<file path="config.mk">
export PLATFORM = sky130hd
export DESIGN_NAME = xbar_cfg_loader
export DESIGN_NICKNAME = d
export VERILOG_FILES = /design/src/rtl/xbar_cfg_loader.sv
export SDC_FILE = /design/constraint.sdc
export NUM_CORES = 1
export LEC_CHECK = 0
export BUFFER_PORTS_ARGS = -buffer_cell sky130_fd_sc_hd__clkbuf_2
export CAP_MARGIN = 20
export CORE_MARGIN = 2
export CORE_UTILIZATION = 57
export CTS_CLUSTER_SIZE = 20
export DETAILED_ROUTE_END_ITERATION = 6
export HOLD_SLACK_MARGIN = 0.02
export PLACE_DENSITY = 0.89
export SKIP_LAST_GASP = 1
export SLEW_MARGIN = 20
export SYNTH_ARGS = -nofsm -noshare
export SYNTH_HDL_FRONTEND = slang
export SYNTH_SLANG_ARGS = --single-unit
</file>
<file path="constraint.sdc">
create_clock -name clk -period 2.9 [get_ports clk]
set_input_delay 0.725 -clock clk [delete_from_list [all_inputs] [get_ports clk]]
set_output_delay 0.725 -clock clk [all_outputs]
set_load 0.005 [all_outputs]
</file>
<file path="src/rtl/xbar_cfg_loader.sv">
// Crossbar select-bus loader: streams config words into a shadow image, range-checks every
// select field, and only then commits the image to the live io_mux_configs bus.
module xbar_cfg_loader #(
    parameter int NUM_INS  = 27,
    parameter int NUM_OUTS = 32,
    parameter int SEL_BITS = 5,
    parameter int WORD_W   = 16
) (
    input  logic                            clk,
    input  logic                            reset,
    input  logic                            cfg_start,
    input  logic                            cfg_valid,
    input  logic [WORD_W-1:0]               cfg_word,
    output logic                            cfg_ready,
    output logic                            cfg_busy,
    output logic                            cfg_done,
    output logic                            cfg_err,
    output logic [$clog2(NUM_OUTS)-1:0]     err_index,
    output logic [NUM_OUTS*SEL_BITS-1:0]    io_mux_configs
);

    localparam int CFG_W     = NUM_OUTS * SEL_BITS;
    localparam int NUM_WORDS = (CFG_W + WORD_W - 1) / WORD_W;
    localparam int SHW_W     = NUM_WORDS * WORD_W;
    localparam int WCNT_W    = (NUM_WORDS > 1) ? $clog2(NUM_WORDS) : 1;
    localparam int IDX_W     = $clog2(NUM_OUTS);

    localparam logic [WCNT_W-1:0]   LAST_WORD  = WCNT_W'(NUM_WORDS - 1);
    localparam logic [IDX_W-1:0]    LAST_FIELD = IDX_W'(NUM_OUTS - 1);
    localparam logic [SEL_BITS:0]   SEL_LIMIT  = (SEL_BITS + 1)'(NUM_INS);

    typedef enum logic [1:0] {
        S_IDLE,
        S_LOAD,
        S_CHECK,
        S_COMMIT
    } state_t;

    state_t                 r_state;
    state_t                 w_next_state;

    logic [SHW_W-1:0]       r_shadow;
    logic [CFG_W-1:0]       r_bus;
    logic [WCNT_W-1:0]      r_wcnt;
    logic [IDX_W-1:0]       r_fidx;
    logic                   r_done;
    logic                   r_err;
    logic [IDX_W-1:0]       r_err_index;

    logic                   w_restart;
    logic                   w_accept;
    logic                   w_field_step;
    logic                   w_fail;
    logic                   w_commit;
    logic [SEL_BITS-1:0]    w_field;
    logic                   w_field_bad;

    assign w_field     = r_shadow[r_fidx*SEL_BITS +: SEL_BITS];
    assign w_field_bad = ({1'b0, w_field} >= SEL_LIMIT);

    always_ff @(posedge clk or negedge reset) begin
        if (!reset) begin
            r_state <= S_IDLE;
        end else begin
            r_state <= w_next_state;
        end
    end

    always_comb begin
        w_next_state = r_state;
        cfg_ready    = 1'b0;
        w_restart    = 1'b0;
        w_accept     = 1'b0;
        w_field_step = 1'b0;
        w_fail       = 1'b0;
        w_commit     = 1'b0;
        case (r_state)
            S_IDLE: begin
                if (cfg_start) begin
                    w_restart    = 1'b1;
                    w_next_state = S_LOAD;
                end
            end
            S_LOAD: begin
                cfg_ready = 1'b1;
                // A restart wins over a word arriving in the same cycle.
                if (cfg_start) begin
                    w_restart = 1'b1;
                end else if (cfg_valid) begin
                    w_accept = 1'b1;
                    if (r_wcnt == LAST_WORD) begin
                        w_next_state = S_CHECK;
                    end
                end
            end
            S_CHECK: begin
                if (cfg_start) begin
                    w_restart    = 1'b1;
                    w_next_state = S_LOAD;
                end else if (w_field_bad) begin
                    w_fail       = 1'b1;
                    w_next_state = S_IDLE;
                end else begin
                    w_field_step = 1'b1;
                    if (r_fidx == LAST_FIELD) begin
                        w_next_state = S_COMMIT;
                    end
                end
            end
            S_COMMIT: begin
                w_commit     = 1'b1;
                w_next_state = S_IDLE;
            end
            default: begin
                w_next_state = S_IDLE;
            end
        endcase
    end

    always_ff @(posedge clk or negedge reset) begin
        if (!reset) begin
            r_shadow    <= '0;
            r_bus       <= '0;
            r_wcnt      <= '0;
            r_fidx      <= '0;
            r_done      <= 1'b0;
            r_err       <= 1'b0;
            r_err_index <= '0;
        end else begin
            r_done <= w_commit;
            if (w_restart) begin
                r_wcnt      <= '0;
                r_fidx      <= '0;
                r_err       <= 1'b0;
                r_err_index <= '0;
            end
            if (w_accept) begin
                r_shadow[r_wcnt*WORD_W +: WORD_W] <= cfg_word;
                r_wcnt                            <= r_wcnt + WCNT_W'(1);
            end
            if (w_field_step) begin
                r_fidx <= r_fidx + IDX_W'(1);
            end
            if (w_fail) begin
                r_err       <= 1'b1;
                r_err_index <= r_fidx;
            end
            // Done and the new bus land on the same edge.
            if (w_commit) begin
                r_bus <= r_shadow[CFG_W-1:0];
            end
        end
    end

    assign cfg_busy       = (r_state != S_IDLE);
    assign cfg_done       = r_done;
    assign cfg_err        = r_err;
    assign err_index      = r_err_index;
    assign io_mux_configs = r_bus;

endmodule

</file>
==> results of run 1 <==
[Yosys cell counts (4+ instances only)]
cell type | instances | share of area (%)
a211oi_1 | 9 | 0.50
a21oi_1 | 16 | 0.59
a311oi_1 | 9 | 0.58
a31oi_1 | 4 | 0.18
and3_1 | 4 | 0.18
buf_2 | 6 | 0.22
clkbuf_1 | 77 | 2.1
dfrtp_1 | 338 | 62
ha_1 | 7 | 0.64
inv_1 | 19 | 0.52
mux2i_1 | 9 | 0.66
nand2_1 | 749 | 21
nand3_1 | 22 | 0.81
nand3b_1 | 6 | 0.33
nand4_1 | 5 | 0.23
nor2_1 | 13 | 0.36
o21ai_0 | 177 | 6.5
[logic make-up after synthesis]
| kind of cell | after synthesis | synth area share, % |
|---|---|---|
| AO/OA/AOI/OAI | 240 | 9.879 |
| XOR/XNOR | 2 | 0.1284 |
| adder cells (fa/ha/maj) | 7 | 0.6421 |
| buffers and inverters | 109 | 3.220 |
| flip-flops | 338 | 62.01 |
| multiplexers | 9 | 0.6605 |
| AND/OR/NAND/NOR | 817 | 23.46 |
[path summary, 6_finish.rpt]
| check | start | endpoint | slack [ns] |
|---|---|---|---|
| max in group asynchronous | reset | r_shadow[122] | 1.87 |
| min reg2reg | io_mux_configs[131] | io_mux_configs[131] | 0.47 |
| min in group clk | io_mux_configs[131] | io_mux_configs[131] | 0.47 |
| max | r_fidx[0] | err_index[2] | 0.24 |
| min | reset | io_mux_configs[134] | 0.18 |
| max reg2reg | r_fidx[0] | err_index[2] | 0.24 |
[state kept, by name, summed over array words and instances, names as in the netlist]
register and cells:
cfg_err 1, r_state 2, cfg_done 1, err_index 5, io_mux_configs 160, r_wcnt 4, r_shadow 160, r_fidx 5
[routing by layer]
metal,up-vias,global-route usage [%]
met5,-,0
met1,5615,44.32
met4,0,13.69
li1,5263,-
met2,705,49.74
met3,140,5.961
[through the flow]
stage	power (mW)	hold slack [ns]	cell area (µm²)
after floorplan	5.237	0.4294	13640
after global placement	5.521	0.4579	14950
after detailed placement	5.542	0.4612	14950
after CTS	9.849	0.2113	16060
after global routing	10.11	0.2343	16060
final	9.847	0.1808	16060
[worst max-delay path: cells and delay by family, from the launching register on]
family | cells | cell delay [ns]
AOI/OAI and AO/OA | 4 | 0.92
and+or+nand+nor | 2 | 0.60
buffers and inverters | 2 | 0.44
DFF | 1 | 0.37
muxes | 1 | 0.24
[power groups by stage]
stage                     sequential [mW]  combinational, mW  clock [mW]
after global placement               5.03              0.493           0
after detailed placement             5.04              0.507           0
final                                4.96              0.527        4.36
after floorplan                      5.00              0.241           0
after global routing                 4.97              0.581        4.57
after CTS                            4.95              0.519        4.38
[area by class of cell]
class / instances / share of cell area [%]
sequential: 338 / 52.67
multi-input combinational: 1075 / 29.58
timing repair buffer: 221 / 7.854
clock buffer: 50 / 6.506
tap: 319 / 2.485
inverter: 20 / 0.4831
clock inverter: 7 / 0.4051
antenna: 1 / 0.01558
==> impl_results.rst, run 1 <==
.. list-table::
   :header-rows: 1

   * - Metric
     - Value
   * - Routed vias
     - 11723
   * - CP Cell Sequence
     - buf_4, buf_4, a211oi_1, a311oi_1, a32oi_1, o41ai_1, or4_1, and3_1, mux2i_1
   * - Core occupancy in the finished layout
     - 68.42%
   * - Num Clock Sinks
     - ~340
   * - Commonest non-fill, non-tap cells in the layout
     - nand2_1 (748), dfrtp_1 (338), clkbuf_2 (187)
   * - Number of cells produced by synthesis
     - 1522
   * - Post-detailed-placement half-perimeter wirelength
     - 26.50 mm
   * - IO Count
     - 189
   * - Synth warn
     - 0
   * - Clock-pin slew reported for the worst setup and hold paths after clock tree synthesis
     - 0.06 ns
   * - Most common library cell in the layout ignoring fill and taps
     - nand2_1
   * - Min-delay worst type
     - in2async
   * - Post-CTS setup repair buffer count
     - 0
   * - Core region area
     - 23470 µm²
   * - Standard cell with the maximum stage delay on the critical path
     - o41ai_1
   * - Pre-CTS setup slack
     - 0.3033 ns
   * - Worst ir drop on vdd
     - 410.5 µV
   * - H-tree depth reported by CTS
     - 2
   * - Maximum clock insertion buffer count
     - 3
   * - Ys flop type
     - dfrtp_1
   * - Headroom to the max-slew limit
     - 36.68%
   * - Detailed-routed wire length on met2
     - 18.17 mm
   * - Critical path class
     - reg2reg
   * - Horizontal extent of the die
     - 158.7 µm
   * - Multi-input logic area
     - roughly 4800 µm²
   * - Total Nets Final
     - 1717
   * - TritonCTS buffer count
     - 34
   * - # port buffers
     - 188
   * - Top fanout value on the critical path
     - 16
   * - Fin. Hold Viols
     - 0
   * - Final ANT Viol Nets
     - 0
   * - Largest net degree at the start of global routing
     - 98
   * - Top Layer Used
     - met4
   * - Worst EP arrival
     - between 3 and 4 ns
   * - Combinational share of power
     - 5.4%
   * - Final max-slew violation count
     - 0
   * - Wire length of the first global-routing pass
     - 61.09 mm
   * - Placement Rows
     - 56
   * - Iteration-0 DRC count of the detailed router
     - 1318
   * - WL met3
     - 3.979 mm
   * - Share of cells above drive strength 1
     - 16.25%
   * - Total net switching power
     - 2.295 mW
   * - Proportion of total power due to net switching
     - between 20% and 30%
   * - Fin cells
     - about 2000
   * - Net count after synthesis
     - 1549
   * - Type of element capturing the critical path
     - flop
   * - Combined global-route utilization of all metal layers
     - 31.91%
   * - Overall die area
     - 25180 µm²
   * - Number of max-cap violations
     - 0
   * - Portion of the clock cycle consumed by the worst path in the final layout
     - 91.70%
   * - Internal cell power
     - 7.552 mW
   * - Category of the worst setup path launch point
     - flop
   * - Fillcell total
     - 1692
   * - Source-to-sink clock delay at the later pin of the worst-skew pair
     - 0.52 ns
   * - DRC violation count after routing
     - 0
   * - GRT Residual Overflow
     - 0
   * - Critical Path Most Common Cell
     - buf_4
   * - Run status
     - finished clean
   * - Number of cell instances on the worst register-to-register path
     - 9
   * - Post-cts repair resize count
     - 0
   * - Number of synthesized flops with an enable pin
     - 0
   * - Setup Viol. Count Final
     - 0
   * - Async set or reset register ratio after synthesis
     - 100.0%
   * - Count of hold-fix buffers inserted at cts
     - 0
   * - Final setup slack of the worst path
     - 0.2408 ns
   * - Flop pwr share
     - 50.3%
   * - Routed WL
     - between 30 and 40 mm
   * - Wl on met1
     - 15.46 mm
   * - Clock skew after layout
     - between 0.015 and 0.02 ns
   * - Mean instance size in the synthesized netlist
     - 8.962 µm²
   * - Register bit total from synthesis
     - 338
   * - Register area
     - about 8500 µm²
   * - Sequential share of the synthesized area
     - 62.01%
   * - Cell Count Post-Placement
     - 1973
   * - Total negative setup slack
     - 0 ns
   * - Slowest Stage Delay on Critical Path
     - 0.40 ns
   * - Via count of the first global-routing pass
     - between 10000 and 15000
   * - Data required time of the critical path
     - 3.33 ns
   * - Average vias per placed instance
     - between 5 and 6
   * - Netlist area before placement
     - approximately 14000 µm²
   * - Number of distinct standard cells referenced by the synthesized netlist
     - 47
   * - Worst-Margin Slew
     - roughly 0.95 ns
   * - RSZ-0062 raised after global routing
     - false
   * - Area added between synthesis and finish
     - 17.73%
   * - Die extent in y
     - around 160 µm
   * - Standby leakage power
     - between 8 and 9 nW
   * - TritonCTS clock tree
     - yes
   * - Clk network pwr share
     - 44.3%
   * - Initial core utilization
     - 58.11%
   * - Root buffer selected by CTS
     - clkbuf_16
   * - Number of optimization iterations in the first detailed-route pass
     - 6
   * - Total power per unit cell area
     - around 610 nW/µm²
   * - Tmin final
     - 2.659 ns
   * - Achievable clock frequency
     - 376.1 MHz
   * - Avg WL per Cell
     - 19.42 µm
   * - Initial antenna violation count
     - 1
   * - Routability-driven placement congestion ratio
     - 0.9584
Power figures use the tool's default switching activity.
==> inputs of run 2 (changes only) <==
==> constraint.sdc (replaced) <==
create_clock -name clk -period 2.49 [get_ports clk]
set_input_delay 0.6225 -clock clk [delete_from_list [all_inputs] [get_ports clk]]
set_output_delay 0.6225 -clock clk [all_outputs]
set_load 0.005 [all_outputs]
==> run 2 against run 1 <==
Count of clock-buffer cells in the layout unchanged. Sequential power up 16%. Worst hold slack better by 0.28 ns. Global-route usage up 0.42 points. Flip-flop and latch count unchanged. Die area unchanged. Critical path depth down 1. Sequential share of layout area down 0.68 points. Final area up 1.3%. Clock skew down 0.0024 ns. Non-clock buffer count up 10. Register-to-register slack worse by 0.18 ns. Highest routed layer unchanged.
==> impl_results.rst, run 2 (synthesis results as in run 1) <==
.. list-table::
   :header-rows: 1

   * - Metric
     - Value
   * - Routability-driven placement congestion ratio
     - 0.9415 (was 0.9584)
   * - H-tree depth reported by CTS
     - 2 (unchanged)
   * - RSZ-0062 raised after global routing
     - false (unchanged)
   * - Final ANT Viol Nets
     - 0 (unchanged)
   * - Placement Rows
     - 56 (unchanged)
   * - Achievable clock frequency
     - 411.6 MHz (was 376.1 MHz)
   * - Number of optimization iterations in the first detailed-route pass
     - 6 (unchanged)
   * - Num Clock Sinks
     - 338 (unchanged)
   * - Commonest non-fill, non-tap cells in the layout
     - nand2_1 (748), dfrtp_1 (337), clkbuf_2 (187) (was nand2_1 (748), dfrtp_1 (338), clkbuf_2 (187))
   * - Tmin final
     - 2.430 ns (was 2.659 ns)
   * - Largest net degree at the start of global routing
     - 81 (was 98)
   * - Cell Count Post-Placement
     - 1982 (was 1973)
   * - Number of max-cap violations
     - 0 (unchanged)
   * - Area added between synthesis and finish
     - 19.29% (was 17.73%)
   * - Wire length of the first global-routing pass
     - 61.75 mm (was 61.09 mm)
   * - Initial core utilization
     - 58.11% (unchanged)
   * - Final standard cell area without fillers
     - 16270 µm² (was 16060 µm²)
   * - Number of diodes added for antenna fixing
     - 0 (was 1)
   * - Worst ir drop on vdd
     - 424.0 µV (was 410.5 µV)
   * - Total power per unit cell area
     - 721.3 nW/µm² (was 613.2 nW/µm²)
   * - Avg WL per Cell
     - 19.77 µm (was 19.42 µm)
   * - Source-to-sink clock delay at the later pin of the worst-skew pair
     - 0.52 ns (about the same)
   * - TritonCTS buffer count
     - 34 (unchanged)
   * - Clock-pin slew reported for the worst setup and hold paths after clock tree synthesis
     - 0.07 ns (was 0.06 ns)
   * - GRT Residual Overflow
     - 0 (unchanged)
   * - Post-CTS setup repair buffer count
     - 0 (unchanged)
   * - DRC violation count after routing
     - 0 (unchanged)
   * - Top fanout value on the critical path
     - 4 (was 16)
   * - Data required time of the critical path
     - 2.90 ns (was 3.33 ns)
   * - Standby leakage power
     - 8.419 nW (was 8.311 nW)
   * - Combined global-route utilization of all metal layers
     - 32.34% (was 31.91%)
   * - Post-DP Area
     - 15030 µm² (was 14950 µm²)
   * - Final setup slack of the worst path
     - 0.06031 ns (was 0.2408 ns)
   * - Min-delay worst type
     - in2reg (was in2async)
   * - Worst EP arrival
     - 2.84 ns (was 3.09 ns)
   * - Final Power
     - 11.74 mW (was 9.847 mW)
   * - Run status
     - finished clean (unchanged)
   * - Worst-Margin Slew
     - 0.6936 ns (was 0.9498 ns)
   * - # port buffers
     - 188 (unchanged)
   * - Type of element capturing the critical path
     - flop (unchanged)
   * - Clock skew after layout
     - 0.01524 ns (was 0.01768 ns)
   * - TritonCTS clock tree
     - yes (unchanged)
   * - Fin. Hold Viols
     - 0 (unchanged)
   * - Routed vias
     - 11831 (was 11723)
   * - Pre-CTS setup slack
     - -0.03400 ns (was 0.3033 ns)
   * - IO Count
     - 189 (unchanged)
   * - Iteration-0 DRC count of the detailed router
     - 1393 (was 1318)
   * - Average vias per placed instance
     - 5.785 (was 5.772)
   * - Critical path class
     - reg2reg (unchanged)
   * - Setup Viol. Count Final
     - 0 (unchanged)
   * - Maximum clock insertion buffer count
     - 3 (unchanged)
   * - Portion of the clock cycle consumed by the worst path in the final layout
     - 97.58% (was 91.70%)
   * - Category of the worst setup path launch point
     - flop (unchanged)
   * - Routed WL
     - 40.43 mm (was 39.44 mm)
   * - Post-detailed-placement half-perimeter wirelength
     - 27.33 mm (was 26.50 mm)
   * - Root buffer selected by CTS
     - clkbuf_16 (unchanged)
   * - Overall die area
     - 25180 µm² (unchanged)
   * - Final max-slew violation count
     - 0 (unchanged)
   * - Core region area
     - 23470 µm² (unchanged)
   * - Via count of the first global-routing pass
     - 11170 (was 11100)
   * - Share of cells above drive strength 1
     - 17.50% (was 16.25%)
   * - Total Nets Final
     - 1727 (was 1717)
   * - Horizontal extent of the die
     - 158.7 µm (unchanged)
   * - Most common library cell in the layout ignoring fill and taps
     - nand2_1 (unchanged)
   * - Headroom to the max-slew limit
     - 53.76% (was 36.68%)
   * - Fin cells
     - 2045 (was 2031)
   * - Initial antenna violation count
     - 0 (was 1)
   * - Die extent in y
     - 158.7 µm (unchanged)
-- run 2: worst paths after layout --
path	startpoint	end	slack (ns)	cells past startpoint
setup / recovery	r_fidx[1]	r_fidx[3]	0.06	8
min in group asynchronous	reset	r_shadow[38]	0.58	2
hold reg to reg	io_mux_configs[68]	io_mux_configs[68]	0.47	2
max in group asynchronous	reset	io_mux_configs[6]	1.18	3
setup reg to reg	r_fidx[1]	r_fidx[3]	0.06	8
hold / removal	cfg_valid	r_wcnt[0]	0.46	3
-- run 2: what timing repair did --
item	in CTS	in global routing
hold buffers	1	0
hold endpoints to repair	29	0
pin swaps	0	1
resized for setup	3	9
setup endpoints to repair	6	11
gates cloned	0	0
-- run 2: area by class of cell --
cell class / instances / area (µm²)
clock buffer: 50 / 1065
timing repair buffer: 231 / 1355
clock inverter: 12 / 118.9
sequential: 338 / 8459
tap: 319 / 399.1
inverter: 20 / 77.57
fill: 1683 / 7201
multi-input combinational: 1075 / 4797
-- run 2: critical path, cell delays in order, from the launching register on --
cell and delay (ns):
dfrtp_1 0.44, buf_4 0.18, a211oi_1 0.22, a311oi_1 0.09, o21ai_0 0.23, a21oi_1 0.17
or4_4 0.56, or3_1 0.35, o311ai_0 0.10
-- run 2: report_power, final --
part           switching, mW  internal (mW)  total, mW
clock                   2.16           3.19       5.35
sequential             0.142           5.63       5.77
combinational          0.452          0.163      0.614
-- run 2: per-stage QoR --
stage | TNS (ns) | hold slack, ns | util (%)
2_1_floorplan | 0 | 0.3269 | -
3_3_place_gp | 0 | 0.4572 | 64.02
3_5_place_dp | -0.05530 | 0.4617 | 64.02
4_1_cts | 0 | 0.4450 | 69.13
5_1_grt | 0 | 0.4868 | 69.32
6_report | 0 | 0.4563 | 69.32
-- run 2: routing by layer --
layer | wire, µm | track usage [%] | up-vias
met2 | 18600 | 49.62 | 700
li1 | - | - | 5265
met1 | 15620 | 43.73 | 5732
met3 | 4119 | 7.322 | 134
met5 | 0 | 0 | -
met4 | 2088 | 16.22 | 0
==> inputs of run 3 (changes only) <==
--- a/config.mk
+++ b/config.mk
@@ -12,6 +12,7 @@
 export CTS_CLUSTER_SIZE = 20
 export DETAILED_ROUTE_END_ITERATION = 6
 export HOLD_SLACK_MARGIN = 0.02
+export MAX_ROUTING_LAYER = met4
 export PLACE_DENSITY = 0.89
 export SKIP_LAST_GASP = 1
 export SLEW_MARGIN = 20
==> run 3 against run 2 <==
Highest routed layer unchanged. Combinational power about the same. Clock skew decreased by 0.0014 ns. Via count increased by 0.38%. Worst setup slack improved by 0.021 ns.
==> impl_results.rst, run 3 (synthesis results as in run 1) <==
.. list-table::
   :header-rows: 1

   * - Metric
     - Value
   * - Core region area
     - 23470 µm² (unchanged)
   * - Commonest non-fill, non-tap cells in the layout
     - nand2_1 (748), dfrtp_1 (337), clkbuf_2 (187) (unchanged)
   * - Clock-pin slew reported for the worst setup and hold paths after clock tree synthesis
     - 0.06 ns (was 0.07 ns)
   * - DRC violation count after routing
     - 0 (unchanged)
   * - Root buffer selected by CTS
     - clkbuf_16 (unchanged)
   * - Headroom to the max-slew limit
     - 55.64% (was 53.76%)
   * - Critical R2R Capture
     - r_fidx[3] (unchanged)
   * - Routed WL
     - 40.54 mm (was 40.43 mm)
   * - Critical path class
     - reg2reg (unchanged)
   * - Clock skew after layout
     - 0.01389 ns (was 0.01524 ns)
   * - Maximum clock insertion buffer count
     - 3 (unchanged)
   * - Final ANT Viol Nets
     - 0 (unchanged)
   * - Achievable clock frequency
     - 415.2 MHz (was 411.6 MHz)
   * - Worst ir drop on vdd
     - 463.7 µV (was 424.0 µV)
   * - Slowest Stage Delay on Critical Path
     - 0.54 ns (was 0.56 ns)
   * - Overall die area
     - 25180 µm² (unchanged)
   * - Run status
     - finished clean (unchanged)
   * - # port buffers
     - 188 (unchanged)
   * - Proportion of total power due to net switching
     - 23.54% (was 23.45%)
   * - Post-DP Area
     - 15090 µm² (was 15030 µm²)
   * - Via count of the first global-routing pass
     - 11479 (was 11170)
   * - GRT Residual Overflow
     - 0 (unchanged)
   * - Routed vias
     - 11876 (was 11831)
   * - Number of optimization iterations in the first detailed-route pass
     - 7 (was 6)
   * - CP delay by family, top
     - simple AND/OR/NAND/NOR gates (unchanged)
   * - Category of the worst setup path launch point
     - flop (unchanged)
   * - Most common library cell in the layout ignoring fill and taps
     - nand2_1 (unchanged)
   * - Post-detailed-placement half-perimeter wirelength
     - 27.78 mm (was 27.33 mm)
   * - Top fanout value on the critical path
     - 18 (was 4)
   * - Share of cells above drive strength 1
     - 17.88% (was 17.50%)
   * - Wire length of the first global-routing pass
     - 62.80 mm (was 61.75 mm)
   * - Number of max-cap violations
     - 0 (unchanged)
   * - Worst-Margin Slew
     - 0.6653 ns (was 0.6936 ns)
   * - Total Nets Final
     - 1738 (was 1727)
   * - Total power per unit cell area
     - 713.9 nW/µm² (was 721.3 nW/µm²)
   * - Standby leakage power
     - 8.463 nW (was 8.419 nW)
   * - Flop pwr share
     - 49.6% (was 49.2%)
   * - Initial core utilization
     - 58.11% (unchanged)
   * - Standard cell with the maximum stage delay on the critical path
     - or4_4 (unchanged)
   * - TritonCTS clock tree
     - yes (unchanged)
   * - Tmin final
     - 2.409 ns (was 2.430 ns)
   * - R2r setup slk
     - 0.08 ns (was 0.06 ns)
   * - Data required time of the critical path
     - 2.89 ns (was 2.90 ns)
   * - Total net switching power
     - 2.740 mW (was 2.753 mW)
   * - Source-to-sink clock delay at the later pin of the worst-skew pair
     - 0.52 ns (about the same)
   * - Final standard cell area without fillers
     - 16300 µm² (was 16270 µm²)
   * - Area added between synthesis and finish
     - 19.53% (was 19.29%)
   * - Initial antenna violation count
     - 0 (unchanged)
   * - Final max-slew violation count
     - 0 (unchanged)
   * - H-tree depth reported by CTS
     - 2 (unchanged)
   * - Internal cell power
     - 8.900 mW (was 8.983 mW)
   * - Type of element capturing the critical path
     - flop (unchanged)
   * - Combinational share of power
     - 5.3% (was 5.2%)
   * - Portion of the clock cycle consumed by the worst path in the final layout
     - 96.73% (was 97.58%)
   * - TritonCTS buffer count
     - 35 (was 34)
   * - Num Clock Sinks
     - 338 (unchanged)
   * - Min-delay worst type
     - in2async (was in2reg)
   * - Horizontal extent of the die
     - 158.7 µm (unchanged)
   * - Clk network pwr share
     - 45.1% (was 45.6%)
   * - IO Count
     - 189 (unchanged)
   * - Worst flop-to-flop path startpoint
     - r_fidx[0] (was r_fidx[1])
   * - Number of cell instances on the worst register-to-register path
     - 8 (unchanged)
   * - Setup Viol. Count Final
     - 0 (unchanged)
   * - Worst EP arrival
     - 2.81 ns (was 2.84 ns)
   * - Placement Rows
     - 56 (unchanged)
   * - Iteration-0 DRC count of the detailed router
     - 1399 (was 1393)
   * - CP Cell Sequence
     - buf_12, a211oi_2, a31oi_1, a32oi_2, o41ai_2, or4_4, or3_1, o311ai_0 (was buf_4, a211oi_1, a311oi_1, o21ai_0, a21oi_1, or4_4, or3_1, o311ai_0)
   * - Routability-driven placement congestion ratio
     - 0.9680 (was 0.9415)
   * - Buffers plus inverters on the worst setup path
     - 1 (unchanged)
   * - Die extent in y
     - 158.7 µm (unchanged)
   * - Number of diodes added for antenna fixing
     - 0 (unchanged)
   * - Fin. Hold Viols
     - 0 (unchanged)
   * - Avg WL per Cell
     - 19.75 µm (was 19.77 µm)
   * - Largest net degree at the start of global routing
     - 86 (was 81)
   * - Final Power
     - 11.64 mW (was 11.74 mW)
   * - Count of hold-fix buffers inserted at cts
     - 0 (was 1)
   * - Combined global-route utilization of all metal layers
     - 33.83% (was 32.34%)
   * - Final Hold Slack
     - 0.04155 ns (was 0.4563 ns)
   * - Average vias per placed instance
     - 5.785 (about the same)
   * - Fillcell total
     - 1737 (was 1683)
## run 3: cell count changes in the layout (fill, tap and decap cells not counted), sizes merged
cell,before,now
buf,43,54
clkinv,7,6
clkinvlp,2,1
dlygate4sd3,1,0
## run 3: worst register-to-register path, delay by kind of cell, from the launching register on
family	cells	cell delay [ns]
compound gates	5	0.75
buf+inv	1	0.17
flops	1	0.46
simple gates	2	0.91
## run 3: area by class of cell
type | count | area [µm²] | area share [%]
inverter | 20 | 77.57 | 0.4758
multi-input combinational | 1075 | 4801 | 29.45
tap | 319 | 399.1 | 2.448
clock inverter | 10 | 108.9 | 0.6676
clock buffer | 50 | 1035 | 6.346
timing repair buffer | 241 | 1424 | 8.733
sequential | 338 | 8459 | 51.88
## run 3: worst max-delay path by stage
stage	start	endpoint	slack (ns)	depth (start not counted)
6_report	r_fidx[0]	r_fidx[3]	0.08	8
5_1_grt	r_fidx[0]	r_fidx[3]	-0.005	8
4_1_cts	r_fidx[0]	err_index[2]	0.0004	8
3_5_place_dp	r_fidx[0]	cfg_err	0.003	8
3_3_place_gp	r_fidx[0]	cfg_err	0.04	8
2_1_floorplan	r_fidx[0]	cfg_err	0.24	10
## run 3: repair_timing
item                                   CTS  global route
buffers inserted                         0             2
pin swaps                                0             4
setup endpoints to repair                7            12
endpoints found under the hold margin    0             0
resized for setup                        2            11
## run 3: routing by layer
layer / up-vias / wire length, µm / GRT usage (%)
met3: 134 / 4141 / 7.485
met1: 5731 / 15780 / 44.67
li1: 5312 / - / -
met2: 699 / 18610 / 50.79
met4: 0 / 2001 / 15.02
met5: - / 0 / -
## run 3: through the flow
stage               utilization, %  setup slack [ns]   TNS (ns)  std cells
floorplan                        -            0.2414          0       1522
finish                       69.46           0.08135          0       2053
global placement             64.31           0.04313          0       1991
detailed placement           64.31          0.003269          0       1991
global route                 69.46         -0.005178  -0.005178       2053
CTS                          69.21         0.0003790          0       2051
## run 3: power groups by stage
stage                     Sequential, mW  Combinational, mW  Clock [mW]
after global routing                5.79              0.680        5.50
final                               5.78              0.617        5.24
after CTS                           5.77              0.607        5.28
after global placement              5.87              0.578           0
after floorplan                     5.82              0.281           0
after detailed placement            5.87              0.602           0
